### src/rtl/store_queue.sv
// Store queue: decodes SB/SH/SW into byte strobes and lane-aligned data, buffers them
// in a DEPTH-entry FIFO and drains one at a time over a req/addr_ok/data_ok bus.
// Optional feature macro: SWLR_EN adds SWL/SWR (unaligned partial-word stores).
module store_queue #(
  parameter int DEPTH  = 4,
  parameter int ADDR_W = 32
) (
  input  logic              clk,
  input  logic              rst,
  input  logic              st_valid,
  input  logic [5:0]        op,
  input  logic [ADDR_W-1:0] addr,
  input  logic [31:0]       rt_data,
  input  logic              flush,
  output logic              st_ready,
  output logic              ades,
  input  logic              ld_valid,
  input  logic [ADDR_W-1:0] ld_addr,
  output logic              ld_conflict,
  output logic              empty,
  output logic              data_req,
  output logic              data_wr,
  output logic [1:0]        data_size,
  output logic [ADDR_W-1:0] data_addr,
  output logic [3:0]        data_wstrb,
  output logic [31:0]       data_wdata,
  input  logic              data_addr_ok,
  input  logic              data_data_ok
);
  localparam int PW = $clog2(DEPTH);
  localparam logic [PW:0] FULL_CNT = (PW+1)'(DEPTH);
  localparam logic [PW:0] ONE_CNT  = (PW+1)'(1);
  localparam logic [5:0] OP_SB  = 6'b101000;
  localparam logic [5:0] OP_SH  = 6'b101001;
  localparam logic [5:0] OP_SW  = 6'b101011;
`ifdef SWLR_EN
  localparam logic [5:0] OP_SWL = 6'b101010;
  localparam logic [5:0] OP_SWR = 6'b101110;
`endif
  localparam logic [1:0] S_IDLE = 2'd0;
  localparam logic [1:0] S_REQ  = 2'd1;
  localparam logic [1:0] S_WAIT = 2'd2;

  logic              w_is_st;
  logic              w_ades;
  logic [1:0]        w_size;
  logic [3:0]        w_strb;
  logic [31:0]       w_wdata;
  logic [ADDR_W-1:0] w_addr;
  logic [1:0]        w_a;
  logic              w_full;
  logic              w_push;
  logic              w_pop;
  logic              w_req;
  logic              w_hit;
  logic              w_unused;

  logic [ADDR_W-1:0] r_q_addr [DEPTH];
  logic [1:0]        r_q_size [DEPTH];
  logic [3:0]        r_q_strb [DEPTH];
  logic [31:0]       r_q_data [DEPTH];
  logic [DEPTH-1:0]  r_q_vld;
  logic [PW-1:0]     r_wr_ptr;
  logic [PW-1:0]     r_rd_ptr;
  logic [PW:0]       r_count;
  logic [1:0]        r_state;

  assign w_a      = addr[1:0];
  assign w_unused = ^ld_addr[1:0];

  // Store decode: strobes, lane replication and misalignment detection
  always_comb begin
    w_is_st = 1'b0;
    w_ades  = 1'b0;
    w_size  = 2'd0;
    w_strb  = 4'b0000;
    w_wdata = 32'h0000_0000;
    w_addr  = addr;
    case (op)
      OP_SB: begin
        w_is_st = 1'b1;
        w_size  = 2'd0;
        w_strb  = 4'b0001 << w_a;
        w_wdata = {4{rt_data[7:0]}};
      end
      OP_SH: begin
        w_is_st = 1'b1;
        w_size  = 2'd1;
        w_wdata = {2{rt_data[15:0]}};
        if (w_a[0]) begin
          w_ades = st_valid;
        end else begin
          w_strb = w_a[1] ? 4'b1100 : 4'b0011;
        end
      end
      OP_SW: begin
        w_is_st = 1'b1;
        w_size  = 2'd2;
        w_wdata = rt_data;
        if (w_a != 2'd0) begin
          w_ades = st_valid;
        end else begin
          w_strb = 4'b1111;
        end
      end
`ifdef SWLR_EN
      OP_SWL: begin
        w_is_st = 1'b1;
        w_size  = 2'd2;
        w_addr  = {addr[ADDR_W-1:2], 2'b00};
        w_strb  = 4'b1111 >> (2'd3 - w_a);
        w_wdata = rt_data >> {(2'd3 - w_a), 3'b000};
      end
      OP_SWR: begin
        w_is_st = 1'b1;
        w_size  = 2'd2;
        w_addr  = {addr[ADDR_W-1:2], 2'b00};
        w_strb  = 4'b1111 << w_a;
        w_wdata = rt_data << {w_a, 3'b000};
      end
`endif
      default: begin
        w_is_st = 1'b0;
      end
    endcase
  end

  assign ades     = w_ades;
  assign w_full   = (r_count == FULL_CNT);
  assign st_ready = !w_full;
  assign w_push   = st_valid && w_is_st && !w_ades && !flush && !w_full;
  assign w_pop    = (r_state == S_WAIT) && data_data_ok;
  assign empty    = (r_count == '0);

  // Entry payload; the valid bit and pointers below qualify it
  always_ff @(posedge clk) begin
    if (w_push) begin
      r_q_addr[r_wr_ptr] <= w_addr;
      r_q_size[r_wr_ptr] <= w_size;
      r_q_strb[r_wr_ptr] <= w_strb;
      r_q_data[r_wr_ptr] <= w_wdata;
    end
  end

  // Pointers, occupancy and drain FSM; the head stays valid until its data_ok
  always_ff @(posedge clk) begin
    if (rst) begin
      r_wr_ptr <= '0;
      r_rd_ptr <= '0;
      r_count  <= '0;
      r_q_vld  <= '0;
      r_state  <= S_IDLE;
    end else begin
      if (w_push) begin
        r_wr_ptr          <= r_wr_ptr + PW'(1);
        r_q_vld[r_wr_ptr] <= 1'b1;
      end
      if (w_pop) begin
        r_rd_ptr          <= r_rd_ptr + PW'(1);
        r_q_vld[r_rd_ptr] <= 1'b0;
      end
      r_count <= r_count + (PW+1)'(w_push) - (PW+1)'(w_pop);
      case (r_state)
        S_IDLE:  if (r_count != '0) r_state <= S_REQ;
        S_REQ:   if (data_addr_ok) r_state <= S_WAIT;
        S_WAIT:  if (data_data_ok) r_state <= ((r_count > ONE_CNT) || w_push) ? S_REQ : S_IDLE;
        default: r_state <= S_IDLE;
      endcase
    end
  end

  assign w_req      = (r_state == S_REQ);
  assign data_req   = w_req;
  assign data_wr    = w_req;
  assign data_addr  = w_req ? r_q_addr[r_rd_ptr] : '0;
  assign data_size  = w_req ? r_q_size[r_rd_ptr] : 2'd0;
  assign data_wstrb = w_req ? r_q_strb[r_rd_ptr] : 4'b0000;
  assign data_wdata = w_req ? r_q_data[r_rd_ptr] : 32'h0000_0000;

  // Word-address match against every occupied slot, in-flight head included
  always_comb begin
    w_hit = 1'b0;
    for (int i = 0; i < DEPTH; i++) begin
      w_hit = w_hit | (r_q_vld[i] && (r_q_addr[i][ADDR_W-1:2] == ld_addr[ADDR_W-1:2]));
    end
  end

  assign ld_conflict = ld_valid & w_hit;
endmodule
### config.mk
export PLATFORM = sky130hd
export DESIGN_NAME = store_queue
export DESIGN_NICKNAME = d
export VERILOG_FILES = /design/src/rtl/store_queue.sv
export SDC_FILE = /design/constraint.sdc
export NUM_CORES = 1
export LEC_CHECK = 0
export BUFFER_PORTS_ARGS = -buffer_cell sky130_fd_sc_hd__buf_4
export CAP_MARGIN = 10
export CORE_UTILIZATION = 50
export DETAILED_ROUTE_END_ITERATION = 8
export GPL_TIMING_DRIVEN = 1
export PLACE_DENSITY = 0.68
export SETUP_SLACK_MARGIN = 0.2
export SYNTH_ARGS = -nofsm -noshare
export SYNTH_HDL_FRONTEND = slang
export SYNTH_SLANG_ARGS = --single-unit
### constraint.sdc
create_clock -name clk -period 5.59 [get_ports clk]
set_input_delay 1.118 -clock clk [delete_from_list [all_inputs] [get_ports clk]]
set_output_delay 1.118 -clock clk [all_outputs]
set_load 0.02 [all_outputs]
Yosys cells after proc, flatten, opt, wreduce, memory -nomap -nowiden
Memory sizes are Yosys's and may differ from the RTL's. A register that Yosys moved wholly into a read port is not among the register bits.
Cells that the tools add are included.
{ "word_totals": {"regBits": 13, "ram_bits": 280, "output_inout_bits": 76, "elab_cells": 96, "mem_count": 4} }
{ "memory_table": {"columns": ["memory", "depth", "word_bits", "read_ports", "rd_ports_with_merged_regs", "wr", "line", "source"], "rows": [
  ["r_q_addr", 4, 32, 5, 1, 1, "58", "logic [ADDR_W-1:0] r_q_addr [DEPTH];"],
  ["r_q_data", 4, 32, 1, 1, 1, "61", "logic [31:0] r_q_data [DEPTH];"],
  ["r_q_strb", 4, 4, 1, 1, 1, "60", "logic [3:0] r_q_strb [DEPTH];"],
  ["r_q_size", 4, 2, 1, 1, 1, "59", "logic [1:0] r_q_size [DEPTH];"]
]} }
{ "classes": {"addsub": 4, "n_lt_le_gt_ge": 5, "eq_ne": 13, "shift": 1, "mux": 36, "bitwise_logic": 7, "reduce_logical": 21} }
{ "op_table": {"columns": ["operator", "count"], "rows": [
  ["equality test 30 bit", 4],
  ["one-hot mux 32 bit (3 select lines)", 1],
  ["2-to-1 mux 32 bit", 2],
  ["2-to-1 mux 4 bit", 7],
  ["2-to-1 mux 2 bit", 12],
  ["equality test 6 bit, second input constant", 3],
  ["one-hot mux 4 bit (3 select lines)", 1],
  ["logical AND 1 bit", 11],
  ["2-to-1 mux 1 bit", 8],
  ["less-than comparator 2 x 3 -> 1 bit, second input constant", 2],
  ["!= test 2 bit, second input constant", 3],
  ["one-hot mux 2 bit (3 select lines)", 1],
  ["adder 2 x 1 -> 2 bit, second input constant", 2],
  ["AND 4 bit", 1],
  ["demux 1 bit (select 2 bit)", 2],
  ["greater-or-equal comparator 2 x 1 -> 1 bit, second input constant", 2],
  ["NOT 4 bit", 1],
  ["bitwise OR 4 bit", 1],
  ["one-hot mux 2 bit (2 select lines)", 1],
  ["left shift 1 x 2 -> 4 bit, first input constant", 1],
  ["adder 3 x 1 -> 3 bit", 1],
  ["equality test 3 bit, second input constant", 1],
  ["> comparator 3 x 1 -> 1 bit, second input constant", 1],
  ["zero test 1 bit", 3],
  ["13 further kinds", 15]
]} }

Longest topological paths before layout
Gate-level depths: netlist (run 1).
{ "logic_depth": {"depth_word": 11, "mapped_depth": 9, "depth_no_buf": 8} }

Worst setup path before layout (run 1)
OpenSTA, ideal clock, no wires.
{ "synth_timing": {"kind": "input to output", "startpoint": "in op[2]", "endpoint": "out ades", "arrival_ps": 2375, "setup_slack_ps": 2097, "path_stages": 4, "n_path_buf": 2, "path_cell_list": "nand4bb_1 > buf_2 > buf_1 > nor4_1"} }
{ "synth_between": {"elab_chain_cells": 2, "word_cells_on_any_way": 3, "cone_classes": "eq/ne: 2; mux: 1"} }
{ "synth_lines": {"columns": ["item", "line", "source"], "rows": [
  ["start, declared", "11", "input logic [5:0] op,"],
  ["equality test 6 bit", "79", "case (op)"],
  ["one-hot mux 1 bit (2 select lines) *", "79", null],
  ["end, declared", "16", "output logic ades,"]
]} }
Mark *: on every way between the ends. The rest lies on a longest branch, timed or not.

==> results.json, run 1 <==
{
  "grt_pass1_vias": 7724,
  "die_w_um": 166,
  "clk_latency_ns": 0.55,
  "maxCapViolCount": 0,
  "drc": 17,
  "clock_sinks": 295,
  "fin_util": 0.607,
  "ys_async_sr_fraction": 0,
  "wl_per_cell_um": 22.7,
  "fin_setup_tns_ns": 0,
  "rows": 59,
  "yosys.area.top_type_share": 0.626,
  "synth-edff-count": 280,
  "critPathMaxFanout": 41,
  "synthTopCellsByArea": "edfxtp_1 (63%), mux4_2 (12%), xnor2_1 (4.6%)",
  "finalClockSkew_ns": 0.00848,
  "cp_slowest_cell": "dfxtp_4",
  "peakVddDrop_mv": 0.247,
  "ios": 185,
  "hold_viol": 0,
  "place_ws_ns": 1.85,
  "grt_pass1_wl_mm": 46.2,
  "synth_seq_cells": 295,
  "wirelength_mm": 30.4,
  "ys_seq_area_frac": 0.649,
  "drive_above_1_share": 0.327,
  "fmax_mhz": 256,
  "rsz0062_at_grt": "no",
  "antenna_found_initial": 1,
  "cts_resized": 0,
  "syn_area_mm2": 0.0134,
  "crit_chain": "buf_12, mux4_2, and2_1, buf_4",
  "final_cell_area_mm2": 0.0159,
  "violations": "design-rule violations",
  "fin_crit_ns": 3.90,
  "synth_flop_cell": "edfxtp_1",
  "netlist_instances": 806,
  "hpwl_mm": 20.5,
  "critical_path_buf_inv_count": 2,
  "p_leak_nw": 5.32,
  "place_congestion": 0.846,
  "final_nets": 1099,
  "arrival_ns": 2.79,
  "detail-route-antenna-nets": 0,
  "finalSetupViolations": 0,
  "synth.avg_cell_area_um2": 16.7,
  "status": "complete, but fails checks",
  "max_slew_margin": 0.253,
  "syn_nets": 927,
  "ys_warn_count": 0,
  "core_area_mm2": 0.0262,
  "cts_buffer_depth": 3,
  "ctsHoldBuffers": 0,
  "grt-ovfl-total": 0,
  "yosys.area.top_type": "edfxtp_1",
  "path_class": "reg -> out",
  "htree_levels": 1,
  "placed_area_mm2": 0.0150,
  "numCtsBuffers": 30,
  "area_growth_pct": 18.6,
  "via_count": 7453,
  "clkTransAtPathRegs_ns": 0.06,
  "hp-class": "reg -> reg",
  "cts_tree": "yes",
  "tightest_slew_ns": 1.12,
  "period_share": 0.698,
  "clock-root-buffer": "clkbuf_16",
  "grt_usage": 0.224,
  "cts_setup_buffers": 0,
  "crit_required_ns": 4.47,
  "fill_cells": 1969,
  "dr.pass1.iters": 7,
  "vias_per_cell": 5.58,
  "cp_top_family": "flip-flops",
  "drt_iter0_drc": 651,
  "power.density_mw_per_mm2": 304,
  "synth_cell_types": 45,
  "die-area_mm2": 0.0275,
  "initial_utilization": 0.512,
  "setup.worst_path.end_class": "primary output",
  "drv_slew": 0,
  "grt_max_degree": 71,
  "postLayoutSetupSlackWorst_ns": 1.69,
  "startpoint_type": "flip-flop",
  "crit_path_max_incr_delay_ns": 0.89,
  "portBuffers": 182,
  "die_y_um": 166
}
## per-layer routing
| metal | wire length, um | vias up | global-route usage |
|---|---|---|---|
| li1 | - | 3394 | - |
| met1 | 13200 | 3707 | 0.318 |
| met2 | 14400 | 303 | 0.361 |
| met3 | 2050 | 49 | 0.0341 |
| met4 | 751 | 0 | 0.0707 |
| met5 | 0 | - | 0 |
## layout make-up
cell class | instances | area, um^2 | share of cell area
Timing Repair Buffer | 193 | 1460 | 0.0918
Clock inverter | 18 | 158 | 0.00991
Clock buffer | 36 | 795 | 0.0499
Multi-Input combinational cell | 443 | 4300 | 0.270
Antenna cell | 1 | 2.50 | 0.000157
Inverter | 15 | 68.8 | 0.00432
Tap cell | 335 | 419 | 0.0263
Sequential cell | 295 | 8720 | 0.548
## power breakdown
part	internal (mW)	leakage (nW)	total [mW]	switching [mW]
clock network	1.14	0.475	1.94	0.802
registers	2.41	2.56	2.42	0.0109
logic	0.216	2.28	0.479	0.263
total	3.77	5.32	4.84	1.08
## cell usage in the layout (no fill, tap or decap), types with 3 or more instances in the layout
cell type / netlist / final
a21oi_1: 25 / 25
a22o_1: 3 / 3
and2_1: 78 / 78
and2_4: 4 / 4
buf_4: 3 / 192
bufinv_16: 0 / 3
clkbuf_1: 9 / 5
clkbuf_16: 0 / 31
clkinv_1: 0 / 6
clkinv_2: 0 / 9
dfxtp_1: 15 / 13
edfxtp_1: 280 / 280
ha_1: 11 / 11
inv_1: 14 / 14
mux2i_1: 3 / 3
mux4_2: 70 / 70
nand2_1: 18 / 18
nand2b_1: 4 / 4
nand4_1: 24 / 24
nor2_1: 26 / 25
nor2b_1: 3 / 3
nor3_1: 5 / 5
nor4_1: 18 / 18
o21a_1: 4 / 4
o31ai_1: 5 / 5
xnor2_1: 71 / 71
xnor2_2: 7 / 7
xor2_1: 46 / 46
## synthesized netlist by cell type (all sizes together), types with 14 or more instances
library cell and n:
xor2 46, and2 82, nand2 18, xnor2 78, nor4 18, nor2 27, a21oi 26, inv 14
dfxtp 15, buf 42, edfxtp 280, mux4 70, nand4 24
## logic make-up (layout without fill, tap and decap cells)
| kind of cell | Yosys count | after routing | share of synthesized area |
|---|---|---|---|
| flops | 295 | 295 | 0.649 |
| simple gates | 189 | 189 | 0.0809 |
| fa+ha+maj | 12 | 12 | 0.0117 |
| buf+inv | 68 | 262 | 0.0318 |
| other cells | 0 | 1 | 0 |
| mux | 74 | 74 | 0.121 |
| compound gates | 44 | 44 | 0.0214 |
| xor+xnor | 124 | 124 | 0.0848 |
## metrics by stage
step | power, mW | cells | hold WS [ns]
floorplan | 2.73 | 806 | 0.440
global placement | 2.95 | 1281 | 0.485
detailed placement | 2.95 | 1281 | 0.492
CTS | 4.87 | 1335 | 0.508
global route | 4.98 | 1336 | 0.530
finish | 4.84 | 1336 | 0.502
## registers in the layout, summed over array words and instances (netlist names), named ones only
register and count:
r_q_vld 4, r_count 3, r_rd_ptr 2, r_wr_ptr 2, r_q_strb 16, r_q_data 128
r_q_addr 128, r_state 2, r_q_size 8
## worst paths after layout
| kind | start | to | slack [ns] | depth (start not counted) |
|---|---|---|---|---|
| setup / recovery | flip-flop | data_addr[29] | 1.69 | 4 |
| hold / removal | r_q_vld[2]$_SDFF_PP0_ | r_q_vld[2]$_SDFF_PP0_ | 0.50 | 1 |
| setup reg to reg | r_count[1]$_SDFF_PP0_ | r_q_addr[2][4]$_DFFE_PP_ | 3.02 | 5 |
| hold reg to reg | r_q_vld[2]$_SDFF_PP0_ | r_q_vld[2]$_SDFF_PP0_ | 0.50 | 1 |
Power figures use the tool's default switching activity.
==> inputs of run 2 (changes only) <==
ABC_AREA = 1   (was not set)
PLACE_DENSITY = 0.7   (was 0.68)
clock period = 3.4 ns   (was 5.59 ns; I/O delays follow)
==> run 2 against run 1 <==
Net effect:
- the flow now finishes without violations
- sequential share of layout area fell by 3.5 points
- clock-buffer cell count grew 3
- sequential power increased by 64%
- global-route usage grew 3.9 points
- combinational power down 4.2%
- largest power group unchanged
- highest routed layer unchanged
==> results.json, run 2 <==
{
  "area_growth_pct": 20.5,
  "total_power_mw": 7.76,
  "final_cell_area_mm2": 0.0170,
  "internal-power_mw": 6.11,
  "die_w_um": 170,
  "power.density_mw_per_mm2": 457,
  "yosys.area.top_type_share": 0.596,
  "wirelength_mm": 37.9,
  "ctsHoldBuffers": 0,
  "ios": 185,
  "placed_area_mm2": 0.0160,
  "vias_per_cell": 5.29,
  "power.switching_mw": 1.65,
  "fin_crit_ns": 3.10,
  "p_leak_nw": 6.77,
  "grt_pass1_vias": 10200,
  "fmax_mhz": 323,
  "ys_seq_area_frac": 0.618,
  "grt-ovfl-total": 0,
  "core_area_mm2": 0.0278,
  "synth_flop_cell": "edfxtp_1",
  "initial_utilization": 0.508,
  "post-synth-top-count-cell": "nand2_1",
  "seqPwrFrac": 0.510,
  "maxCapViolCount": 0,
  "critPathMaxFanout": 26,
  "startpoint_type": "flip-flop",
  "clk_latency_ns": 0.57,
  "fin_setup_tns_ns": 0,
  "mostFrequentLayoutCells": "nand2_1 (290), edfxtp_1 (280), nor2_1 (241)",
  "syn_nets": 1596,
  "drc": 0,
  "detail-route-antenna-nets": 0,
  "setup.worst_path.end_class": "primary output",
  "htree_levels": 1,
  "clock_sinks": 295,
  "drv_slew": 0,
  "top_regs": "r_q_addr x128, r_q_data x128, r_q_strb x16",
  "grt_pass1_wl_mm": 56.9,
  "crit_required_ns": 2.72,
  "p_comb_frac": 0.059,
  "netlist_instances": 1475,
  "cts_tree": "yes",
  "syn_area_mm2": 0.0141,
  "synth-edff-count": 280,
  "final_common_cell": "nand2_1",
  "hpwl_mm": 25.0,
  "antenna_found_initial": 0,
  "via_count": 10800,
  "yosys.area.top_type": "edfxtp_1",
  "place_congestion": 0.931,
  "drt_iter0_drc": 889,
  "clkTransAtPathRegs_ns": 0.06,
  "status": "complete, no violations",
  "finalClockSkew_ns": 0.00801,
  "portBuffers": 182,
  "p_clk_frac": 0.431,
  "path_class": "reg -> out",
  "period_share": 0.911,
  "tightest_slew_ns": 0.771,
  "peakVddDrop_mv": 0.387,
  "arrival_ns": 2.42,
  "synth_cell_types": 36,
  "max_slew_margin": 0.483,
  "ys_async_sr_fraction": 0,
  "synth_seq_cells": 295,
  "dr.pass1.iters": 7,
  "grt_usage": 0.263,
  "rows": 61,
  "final_nets": 1767,
  "numCtsBuffers": 31,
  "wl_per_cell_um": 18.5,
  "clock-root-buffer": "clkbuf_16",
  "rsz0062_at_grt": "no",
  "diodes": 0,
  "die-area_mm2": 0.0289,
  "synthTopCellsByArea": "edfxtp_1 (60%), nand2_1 (7.7%), nor2_1 (6.4%)",
  "synth.avg_cell_area_um2": 9.56,
  "grt_max_degree": 123,
  "ys_warn_count": 0,
  "hold_ws_ns": 0.311,
  "drive_above_1_share": 0.177,
  "hold_viol": 0,
  "synthTopCellsByCount": "nand2_1 (290), edfxtp_1 (280), nor2_1 (241), inv_1 (139), a21oi_1 (129)",
  "hp-class": "in -> reg",
  "finalSetupViolations": 0,
  "die_y_um": 170,
  "p_sw_frac": 0.213,
  "cts_buffer_depth": 3
}
## run 2: cell count changes in the layout (fill, tap and decap cells not counted), moves of 37 or more
cell,change
a21oi_1,+104
and2_1,-78
inv_1,+125
mux4_2,-70
nand2_1,+272
nor2_1,+216
o21ai_0,+114
o21ai_1,+37
xor2_1,-41
## run 2: cells by family (layout without fill, tap and decap cells)
family,count (synthesis),after routing,synth area share
XOR/XNOR,45,45,0.0279
AO/OA/AOI/OAI,306,306,0.115
AND/OR/NAND/NOR,574,574,0.161
flip-flops,295,295,0.618
buffers and inverters,243,438,0.0676
adder cells (fa/ha/maj),12,12,0.0112
## run 2: through the flow
step                      utilization  worst slack (ns)  cells
after floorplan                     -             0.766   1475
after global placement          0.575             0.650   1991
after detailed placement        0.575             0.625   1991
after CTS                       0.611             0.293   2048
after global routing            0.612             0.233   2048
final                           0.612             0.302   2048
## run 2: routing by layer
layer | vias up | routed length (um) | track usage
li1 | 5241 | - | -
met1 | 5058 | 15600 | 0.355
met2 | 461 | 18200 | 0.437
met3 | 73 | 2830 | 0.0342
met4 | 0 | 1330 | 0.0928
met5 | - | 0 | 0
## run 2: path summary, 6_finish.rpt
check	from	end	slack, ns	cells after the start
hold reg to reg	r_q_vld[3]$_SDFF_PP0_	r_q_vld[3]$_SDFF_PP0_	0.50	2
setup reg to reg	r_count[0]$_SDFF_PP0_	r_q_addr[1][23]$_DFFE_PP_	1.38	9
hold / removal	rst	r_state[0]$_SDFFE_PP0P_	0.31	2
setup / recovery	flip-flop	data_addr[31]	0.30	6
## run 2: power by group through the flow
stage	registers [mW]	clock network, mW	logic, mW
floorplan	4.04	0	0.211
global placement	4.04	0	0.452
detailed placement	4.04	0	0.457
CTS	3.96	3.39	0.459
global route	3.96	3.51	0.498
finish	3.96	3.34	0.459
## run 2: area by class of cell
cell class	instances	area, um^2
Multi-Input combinational cell	937	4440
Sequential cell	295	8710
Clock inverter	18	198
Clock buffer	39	806
Tap cell	378	473
Timing Repair Buffer	200	1670
Inverter	181	691
Fill cell	2333	10800
## run 2: what timing repair did
item,CTS,global route
endpoints found under the setup margin,7,1
setup buffers,0,0
gates resized for setup,1,1
pin swaps,0,0
## run 2: critical path, stage by stage, from the launching register on
cell,delay [ns]
dfxtp_2,0.59
inv_4,0.26
buf_4,0.25
a21oi_1,0.10
o21ai_0,0.10
a21oi_1,0.33
buf_4,0.21
